$ cat config.mk
export PLATFORM = sky130hd
export DESIGN_NAME = axi_burst_resp_channel
export DESIGN_NICKNAME = d
export VERILOG_FILES = /design/src/rtl/memcopy_pkg.sv /design/src/rtl/axi_cmd_fifo.sv /design/src/rtl/axi_burst_resp_channel.sv
export SDC_FILE = /design/constraint.sdc
export NUM_CORES = 1
export LEC_CHECK = 0
export CAP_MARGIN = 15
export CORE_AREA = 5 5 347 213
export DETAILED_ROUTE_END_ITERATION = 10
export DIE_AREA = 0 0 352 218
export PLACE_DENSITY = 0.57
export SYNTH_ARGS = -nofsm -noshare
export SYNTH_HDL_FRONTEND = slang
export SYNTH_SLANG_ARGS = --single-unit
$ cat constraint.sdc
create_clock -name clk -period 7.3 [get_ports clk]
set_clock_uncertainty 0.15 [all_clocks]
set_input_delay 1.46 -clock clk [delete_from_list [all_inputs] [get_ports clk]]
set_output_delay 1.46 -clock clk [all_outputs]
set_load 0.01 [all_outputs]
$ cat src/rtl/memcopy_pkg.sv
`default_nettype none
// ============================================================================
//  Module      : memcopy_pkg
//  Description : Shared types, constants and helpers for the memcopy engine's
//                AXI address-channel blocks.
//  Revision    : 1.0 - initial release
// ============================================================================
package memcopy_pkg;

   // One-hot burst-expansion states
   typedef enum logic [2:0] {
      IDLE = 3'b001,
      LOAD = 3'b010,
      BEAT = 3'b100
   } state_e;

   // AXI beat size codes supported by the responder
   localparam logic [2:0] SIZE_4B   = 3'b010;
   localparam logic [2:0] SIZE_8B   = 3'b011;
   localparam logic [2:0] SIZE_16B  = 3'b100;
   localparam logic [2:0] SIZE_32B  = 3'b101;
   localparam logic [2:0] SIZE_64B  = 3'b110;
   localparam logic [2:0] SIZE_128B = 3'b111;

   // 4KB page size, wide enough for the 17-bit crossing compare
   localparam logic [16:0] KB4_BYTES = 17'd4096;

   // One queued address command
   typedef struct packed {
      logic [63:0] addr;
      logic [7:0]  len;
   } cmd_t;

   localparam int CMD_W = $bits(cmd_t);

   // Codes below 4 bytes are not supported and fall back to the widest beat
   function automatic logic [2:0] norm_size(input logic [2:0] size);
      case (size)
         SIZE_4B, SIZE_8B, SIZE_16B,
         SIZE_32B, SIZE_64B, SIZE_128B: return size;
         default:                       return SIZE_128B;
      endcase
   endfunction

   function automatic logic [7:0] size_to_bytes(input logic [2:0] size);
      return 8'd1 << norm_size(size);
   endfunction

endpackage
`default_nettype wire

$ cat src/rtl/axi_cmd_fifo.sv
`default_nettype none
// ============================================================================
//  Module      : axi_cmd_fifo
//  Description : Synchronous show-ahead command FIFO with occupancy counter.
//  Revision    : 1.0 - initial release
// ============================================================================
module axi_cmd_fifo #(
   parameter int DEPTH = 4,
   parameter int AW    = 2,
   parameter int WIDTH = 72
) (
   input  logic             clk,
   input  logic             resetn,
   input  logic             push_i,
   input  logic [WIDTH-1:0] din_i,
   input  logic             pop_i,
   output logic             full_o,
   output logic             empty_o,
   output logic [WIDTH-1:0] dout_o
);

   localparam logic [AW:0] FULL_CNT = (AW + 1)'(DEPTH);

   logic [WIDTH-1:0] mem_q [DEPTH];
   logic [AW-1:0]    wr_ptr_q;
   logic [AW-1:0]    rd_ptr_q;
   logic [AW:0]      count_q;
   logic             w_push;
   logic             w_pop;

   assign full_o  = (count_q == FULL_CNT);
   assign empty_o = (count_q == '0);
   assign w_push  = push_i && !full_o;
   assign w_pop   = pop_i && !empty_o;
   assign dout_o  = mem_q[rd_ptr_q];

   // Storage array; contents need no reset since occupancy gates every read
   always_ff @(posedge clk) begin
      if (w_push) begin
         mem_q[wr_ptr_q] <= din_i;
      end
   end

   // Pointers and occupancy; a simultaneous push and pop leaves count unchanged
   always_ff @(posedge clk or negedge resetn) begin
      if (!resetn) begin
         wr_ptr_q <= '0;
         rd_ptr_q <= '0;
         count_q  <= '0;
      end else begin
         if (w_push) wr_ptr_q <= wr_ptr_q + 1'b1;
         if (w_pop)  rd_ptr_q <= rd_ptr_q + 1'b1;
         if (w_push && !w_pop)      count_q <= count_q + 1'b1;
         else if (w_pop && !w_push) count_q <= count_q - 1'b1;
      end
   end

endmodule
`default_nettype wire

$ cat src/rtl/axi_burst_resp_channel.sv
`default_nettype none
// ============================================================================
//  Module      : axi_burst_resp_channel
//  Description : Slave-side AR/AW address channel. Queues address commands,
//                expands each burst into per-beat addresses, flags alignment
//                and 4KB-crossing violations and counts completed bursts.
//  Revision    : 1.0 - initial release
// ============================================================================
module axi_burst_resp_channel
   import memcopy_pkg::*;
#(
   parameter int FIFO_DEPTH = 4,
   parameter int FIFO_AW    = 2
) (
   input  logic        clk,
   input  logic        resetn,
   input  logic [63:0] axi_addr,
   input  logic [7:0]  axi_len,
   input  logic        axi_valid,
   output logic        axi_ready,
   input  logic [2:0]  size,
   output logic [63:0] beat_addr,
   output logic        beat_last,
   output logic        beat_valid,
   input  logic        beat_ready,
   output logic        burst_done,
   output logic [31:0] burst_count,
   output logic        protocol_error,
   input  logic        clear_error
);

   state_e      state_q, state_d;
   cmd_t        cmd_q, cmd_d;
   logic [63:0] beat_addr_q, beat_addr_d;
   logic [7:0]  beats_left_q, beats_left_d;
   logic        burst_done_q, burst_done_d;
   logic [31:0] burst_count_q, burst_count_d;
   logic        perr_q, perr_d;

   logic        w_full;
   logic        w_empty;
   logic        w_push;
   logic        w_pop;
   cmd_t        w_fifo_dout;
   cmd_t        w_fifo_din;
   logic [2:0]  w_size;
   logic [7:0]  w_bytes;
   logic [63:0] w_stride;
   logic [16:0] w_span;
   logic        w_misalign;
   logic        w_cross;

   assign w_size     = norm_size(size);
   assign w_bytes    = size_to_bytes(size);
   assign w_stride   = {56'd0, w_bytes};
   assign w_push     = axi_valid && axi_ready;
   assign w_fifo_din = '{addr: axi_addr, len: axi_len};

   // Violation checks look only at the command being accepted this cycle
   assign w_misalign = (axi_addr[7:0] & (w_bytes - 8'd1)) != 8'd0;
   assign w_span     = ({9'd0, axi_len} + 17'd1) << w_size;
   assign w_cross    = ({5'd0, axi_addr[11:0]} + w_span) > KB4_BYTES;

   axi_cmd_fifo #(
      .DEPTH (FIFO_DEPTH),
      .AW    (FIFO_AW),
      .WIDTH (CMD_W)
   ) u_cmd_fifo (
      .clk     (clk),
      .resetn  (resetn),
      .push_i  (w_push),
      .din_i   (w_fifo_din),
      .pop_i   (w_pop),
      .full_o  (w_full),
      .empty_o (w_empty),
      .dout_o  (w_fifo_dout)
   );

   assign axi_ready      = !w_full;
   assign beat_valid     = (state_q == BEAT);
   assign beat_last      = beat_valid && (beats_left_q == 8'd0);
   assign beat_addr      = beat_addr_q;
   assign burst_done     = burst_done_q;
   assign burst_count    = burst_count_q;
   assign protocol_error = perr_q;

   // Next-state: burst expansion FSM, completion counter and sticky error flag
   always_comb begin
      state_d       = state_q;
      cmd_d         = cmd_q;
      beat_addr_d   = beat_addr_q;
      beats_left_d  = beats_left_q;
      burst_done_d  = 1'b0;
      burst_count_d = burst_count_q;
      w_pop         = 1'b0;

      case (state_q)
         IDLE: begin
            // The popped entry is captured here since the FIFO head moves on
            if (!w_empty) begin
               w_pop   = 1'b1;
               cmd_d   = w_fifo_dout;
               state_d = LOAD;
            end
         end
         LOAD: begin
            beat_addr_d  = cmd_q.addr;
            beats_left_d = cmd_q.len;
            state_d      = BEAT;
         end
         BEAT: begin
            if (beat_ready) begin
               if (beats_left_q != 8'd0) begin
                  beat_addr_d  = beat_addr_q + w_stride;
                  beats_left_d = beats_left_q - 8'd1;
               end else begin
                  burst_done_d  = 1'b1;
                  burst_count_d = burst_count_q + 32'd1;
                  state_d       = IDLE;
               end
            end
         end
         default: state_d = IDLE;
      endcase

      // A new violation outranks a clear arriving in the same cycle
      if (w_push && (w_misalign || w_cross)) perr_d = 1'b1;
      else if (clear_error)                  perr_d = 1'b0;
      else                                   perr_d = perr_q;
   end

   // State registers with asynchronous active-low reset
   always_ff @(posedge clk or negedge resetn) begin
      if (!resetn) begin
         state_q       <= IDLE;
         cmd_q         <= '0;
         beat_addr_q   <= '0;
         beats_left_q  <= '0;
         burst_done_q  <= 1'b0;
         burst_count_q <= '0;
         perr_q        <= 1'b0;
      end else begin
         state_q       <= state_d;
         cmd_q         <= cmd_d;
         beat_addr_q   <= beat_addr_d;
         beats_left_q  <= beats_left_d;
         burst_done_q  <= burst_done_d;
         burst_count_q <= burst_count_d;
         perr_q        <= perr_d;
      end
   end

endmodule
`default_nettype wire

==> results of run 1 <==
layout make-up:
cell class / count / area [µm²]
Multi-Input combinational cell: 899 / 7170
Antenna cell: 1 / 2.50
Fill cell: 6680 / 45200
Tap cell: 936 / 1170
Timing Repair Buffer: 200 / 1960
Clock inverter: 18 / 201
Clock buffer: 73 / 1490
Inverter: 33 / 126
Sequential cell: 476 / 13400
placed cells by master (no fill, tap or decap), drive strengths merged, types with 16 or more instances in the layout:
master         instances
o22ai                 23
xnor2                 39
inv                   34
o21ai                 67
buf                   19
nand2                 89
o22a                  16
edfxtp               288
ha                    30
and3                  27
mux2                  74
clkbuf                74
nor3                  23
a31oi                 22
mux4                  72
a21oi                110
nor2                  75
clkdlybuf4s50        179
dfrtp                187
nand3                 51
cells by family after synthesis:
kind of cell,after synthesis
AOI/OAI and AO/OA,332
xor gates and xnor gates,49
adders and majority gates,33
buffers and inverters,109
DFF,476
muxes,149
other,2
and+or+nand+nor,330
layer usage:
layer  vias up  share of wire  wire [µm]
li1       6095              -          -
met1      6794           0.49      28200
met2       390           0.41      23600
met3        99          0.076       4380
met4        14          0.020       1170
met5         -         0.0016         92
registers in the layout (all words and copies together) (netlist names):
| signal | cells |
|---|---|
| state_q | 3 |
| beat_addr | 64 |
| u_cmd_fifo.wr_ptr_q | 2 |
| beats_left_q | 8 |
| protocol_error | 1 |
| u_cmd_fifo.count_q | 3 |
| burst_done | 1 |
| u_cmd_fifo.mem_q | 288 |
| burst_count | 32 |
| cmd_q | 72 |
| u_cmd_fifo.rd_ptr_q | 2 |
power by group:
group | total, mW | internal [mW] | switching, mW
Sequential | 4.25 | 3.68 | 0.565
Clock | 2.62 | 1.56 | 1.07
Combinational | 3.40 | 1.65 | 1.75
worst max path at each step:
| stage | start | end | cells after the start |
|---|---|---|---|
| after floorplan | size[1] | protocol_error$_DFFE_PN0P_ | 18 |
| after global placement | axi_len[0] | protocol_error$_DFFE_PN0P_ | 18 |
| after detailed placement | axi_len[0] | protocol_error$_DFFE_PN0P_ | 18 |
| after CTS | axi_len[0] | protocol_error$_DFFE_PN0P_ | 18 |
| after global routing | axi_len[0] | protocol_error$_DFFE_PN0P_ | 18 |
| final | axi_len[0] | protocol_error$_DFFE_PN0P_ | 18 |
==> metrics.yaml, run 1 <==
antenna_found_initial: 8
root_buffer: "clkbuf_16"
synthCells: 1480
ctsLongestPathBuffers: 3
initial_core_util: 0.296
setup_ws_ps: 1340
yosysMostFrequentCell: "edfxtp_1"
setup_viol: 0
grt_usage: 0.147
ctsHoldBuffers: 0
rsz0062_at_grt: "no"
crit_fanout: 11
drtIter0Drc: 1003
ys.flop_type: "edfxtp_1"
synth_compound_area_frac: 0.102
num_io_pins: 181
synth_top_area_share: 0.414
min_path_cells: 1
path_cells: "clkdlybuf4s50_1, ha_1, and4_1, nand2_1, xnor2_1, o21ai_0, inv_1, a211oi_1, a31oi_1, ha_1, nor2_1, o21ai_0, a2111oi_0, o21ai_0, a2111oi_0, o221ai_1, a2111oi_0, o311ai_0"
fin_setup_tns_ps: 0
grt_use_met1: 0.218
die_w_um: 352
yosysUniqueCellTypes: 81
hpwl_um: 37400
synth_top_family_by_area: "multiplexers"
drc: 0
cts.sinks: 476
worst-endpoint-required_ps: 7590
yosys-top-cells-count: "edfxtp_1, dfrtp_1, a21oi_1"
drt_pass1_iterations: 6
worst-endpoint-arrival_ps: 6250
path_clk_slew_ps: 60
grt_pass1_vias: 13300
r2r_setup_slack_ps: 3750
syn_avg_cell_area_um2: 14.1
tightest_slew_ps: 1050
yosys_warnings: 0
place_congestion: 0.827
stdcell_area_mm2: 0.0255
cp_top_family: "compound AO/OA/AOI/OAI gates"
fin_crit_ps: 5960
end_kind: "flop"
outcome: "finished clean"
rr_startpoint: "beat_addr[3]$_DFFE_PN0P_"
path_buf_inv: 2
hp-start: "burst_count[7]$_DFFE_PN0P_"
post_drt_wl_per_cell_um: 21.8
cts_buffers: 49
min_path_type: "flop to flop"
grt_use_met3: 0.0492
power_mw: 10.3
netlist_area_mm2: 0.0209
placed_cells: 2543
p_leak_nw: 9.05
die_area_mm2: 0.0767
synth_top_cell_by_area: "edfxtp_1"
placed_area_mm2: 0.0238
grt_busiest_layer: "met1"
yosysSeqAreaShare: 0.639
critPathLaunchType: "input pin"
max-cap-violations: 0
met2_usage: 0.207
cts_tree: "yes"
synth_edf_count: 288
timing.fmax_ghz: 0.168
maxSlewViolCount: 0
vias: 13400
die_y_um: 218
clock_latency_ps: 590
yosys-top-cells-area: "edfxtp_1, dfrtp_1, mux4_2, mux2_2, a21oi_1"
routed_wl_um: 57500
cp_slowest_cell: "clkdlybuf4s50_1"
grt_start_max_net_pins: 107
critical_path_class: "input pin to flop"
coreArea_mm2: 0.0707
stdcell_count: 2636
fin_hold_ws_ps: 338
async_flop_share: 0.395
nNetsFinal: 1772
vias_per_cell: 5.08
grt-ovfl-total: 0
r2r_end: "beat_addr[41]$_DFFE_PN0P_"
max_stage_delay_ps: 740
cts_resized: 0
port_buffers: 180
syn2layout_area_growth_pct: 22.0
slew_headroom: 0.300
synth_xor_area_frac: 0.0205
cts_max_level: 2
drive_above_1_share: 0.161
place_ws_ps: 778
fin_util: 0.361
peakVddDrop_mv: 0.182
synth_simple_gate_area_share: 0.0784
powerDensity_mw_per_mm2: 403
worst-r2r-cell-count: 9
rows: 76
synth.area.mux_share: 0.119
finalHoldViolations: 0
post_cts_buffers: 0
fin_crit_sh: 0.816
ys_ff_latch: 476
yosys.area_share.adder: 0.0208
grt_pass1_wl_um: 86100
antenna_left: 0
holdPathEnd: "burst_count[7]$_DFFE_PN0P_"
No activity file was read; power rests on OpenSTA's default activity.
==> run 2, diff against run 1 <==
==> constraint.sdc (replaced) <==
create_clock -name clk -period 5.55 [get_ports clk]
set_clock_uncertainty 0.15 [all_clocks]
set_input_delay 1.11 -clock clk [delete_from_list [all_inputs] [get_ports clk]]
set_output_delay 1.11 -clock clk [all_outputs]
set_load 0.01 [all_outputs]
==> metrics.yaml, run 2 (synthesis gave the netlist of run 1 again) <==
outcome: "finished clean"
layout_common_cells: "edfxtp_1, dfrtp_1, clkdlybuf4s50_1"
peakVddDrop_mv: 0.211  # +16%
clkPwrFrac: 0.261  # +0.006
grt_pass1_wl_um: 87300  # +1.3%
setup_viol: 0  # unchanged
stdcell_area_mm2: 0.0257  # +0.78%
initial_core_util: 0.296  # unchanged
finalHoldViolations: 0  # unchanged
setup_ws_ps: 358  # -982 ps
max_stage_delay_ps: 640  # -100 ps
antenna_found_initial: 6  # -2
nNetsFinal: 1790  # +1.0%
syn2layout_area_growth_pct: 23.0
path_buf_inv: 2  # unchanged
grt_usage: 0.149  # +0.00148
die_area_mm2: 0.0767  # unchanged
vias: 13500  # +0.92%
worst-endpoint-arrival_ps: 5490  # -760 ps
place_ws_ps: -246  # -1020 ps
path_clk_slew_ps: 70  # about the same
power_mw: 13.7  # +33%
rr_startpoint: "beats_left_q[0]$_DFFE_PN0P_"
die_y_um: 218  # unchanged
cp_top_family: "compound AO/OA/AOI/OAI gates"
fin_crit_sh: 0.935
critPathLaunchType: "input pin"
port_buffers: 180  # unchanged
vias_per_cell: 5.09  # +0.20%
combPwrFrac: 0.325  # -0.006
grt_start_max_net_pins: 111  # +3.7%
post_drt_wl_per_cell_um: 21.7  # -0.53%
num_io_pins: 181  # unchanged
cts_buffers: 49  # unchanged
drtIter0Drc: 1258  # +25%
drc: 0  # unchanged
crit_fanout: 7  # -4
maxSlewViolCount: 0  # unchanged
internal-power_mw: 9.20  # +33%
cts.sinks: 476  # unchanged
powerDensity_mw_per_mm2: 532  # +32%
cp_slowest_cell: "clkdlybuf4s50_1"
root_buffer: "clkbuf_16"
hpwl_um: 38100  # +1.8%
critPathLaunch: "axi_len[4]"
place_congestion: 0.844  # +2.0%
hp-start: "burst_count[31]$_DFFE_PN0P_"
drive_above_1_share: 0.169  # +0.00821
post_cts_buffers: 0  # unchanged
grt_pass1_vias: 13400  # +1.2%
final_common_cell: "edfxtp_1"
ctsHoldBuffers: 0  # unchanged
p_leak_nw: 9.15  # +1.1%
critical_path_class: "input pin to flop"
p_switching_mw: 4.46  # +32%
die_w_um: 352  # unchanged
cts_resized: 0  # unchanged
rsz0062_at_grt: "no"
largest_register: "u_cmd_fifo.mem_q"
antenna_left: 0  # unchanged
cts_max_level: 2  # unchanged
sw_frac_of_total: 0.327  # -0.00233
routed_wl_um: 57600  # +0.19%
largest_reg_flops: 288  # unchanged
tightest_slew_ps: 1070  # +15.6 ps
coreArea_mm2: 0.0707  # unchanged
fin_crit_ps: 5190
rows: 76  # unchanged
fillCellCount: 6697  # +0.25%
worst-endpoint-required_ps: 5850  # -1740 ps
timing.fmax_ghz: 0.193
placed_area_mm2: 0.0239  # +0.70%
drt_pass1_iterations: 5  # -1
ctsLongestPathBuffers: 3  # unchanged
path_cells: "clkdlybuf4s50_1, and4_1, nand2_1, xnor2_1, o21ai_0, inv_1, a211oi_1, a31oi_1, ha_1, nor2_1, a2111oi_0, o21ai_0, a2111oi_1, o221ai_1, a2111oi_0, o311ai_0"
cts_tree: "yes"
min_path_type: "flop to flop"
clock_latency_ps: 590  # about the same
end_kind: "flop"
power_frac_seq: 0.413  # about the same
grt-ovfl-total: 0  # unchanged
max-cap-violations: 0  # unchanged
slew_headroom: 0.289  # -0.0104
-- run 2: changes by cell type in the layout (fill, tap and decap cells not counted) --
cell / delta
clkbuf_1: -1
bufinv_16: +6
a2111oi_1: +1
dlymetal6s2s_1: -1
clkbuf_8: -6
clkinv_1: +3
diode_2: +1
clkinv_2: -1
buf_12: +2
a2111oi_0: -1
clkbuf_16: -3
buf_4: +17
clkinvlp_4: +2
-- run 2: power by group through the flow --
| stage | Sequential, mW | Clock, mW | Combinational [mW] |
|---|---|---|---|
| detailed placement | 5.73 | 0 | 4.51 |
| floorplan | 5.43 | 0 | 2.94 |
| finish | 5.64 | 3.57 | 4.45 |
| global placement | 5.69 | 0 | 4.43 |
| global route | 5.80 | 3.83 | 4.86 |
| CTS | 5.67 | 3.67 | 4.52 |
-- run 2: layout make-up --
| cell class | instances | area, µm² | share of cell area |
|---|---|---|---|
| sequential | 476 | 13400 | 0.520 |
| multi-input combinational | 899 | 7170 | 0.279 |
| timing repair buffer | 218 | 2120 | 0.0824 |
| clock buffer | 63 | 1330 | 0.0518 |
| tap | 936 | 1170 | 0.0456 |
| clock inverter | 28 | 403 | 0.0157 |
| inverter | 33 | 126 | 0.00492 |
| antenna | 2 | 5.00 | 0.000195 |
-- run 2: per-stage QoR --
stage | hold WS (ps) | utilization | instances | TNS, ps
finish | 333 | 0.364 | 2655 | 0
global route | 361 | 0.363 | 2653 | 0
CTS | 342 | 0.363 | 2653 | 0
detailed placement | 333 | 0.339 | 2562 | -246
global placement | 313 | 0.339 | 2562 | -36.2
floorplan | 313 | - | 1484 | 0
-- run 2: per-layer routing --
layer | share of wire | up-vias | wire, µm | track usage
li1 | - | 6119 | - | -
met1 | 0.49 | 6913 | 28100 | 0.222
met2 | 0.42 | 397 | 24300 | 0.216
met3 | 0.074 | 78 | 4270 | 0.0408
met4 | 0.016 | 8 | 930 | 0.0303
met5 | 0.00080 | - | 46 | 0
-- run 2: path summary, 6_finish.rpt --
| check | cells past startpoint | end | slack [ps] |
|---|---|---|---|
| max | 16 | protocol_error$_DFFE_PN0P_ | 360 |
| min reg2reg | 1 | burst_count[31]$_DFFE_PN0P_ | 330 |
| min in group asynchronous | 1 | cmd_q[42]$_DFFE_PN0P_ | 410 |
| max in group asynchronous | 2 | u_cmd_fifo.wr_ptr_q[1]$_DFFE_PN0P_ | 3760 |
| max reg2reg | 10 | beats_left_q[0]$_DFFE_PN0P_ | 2060 |
| min | 1 | burst_count[31]$_DFFE_PN0P_ | 330 |
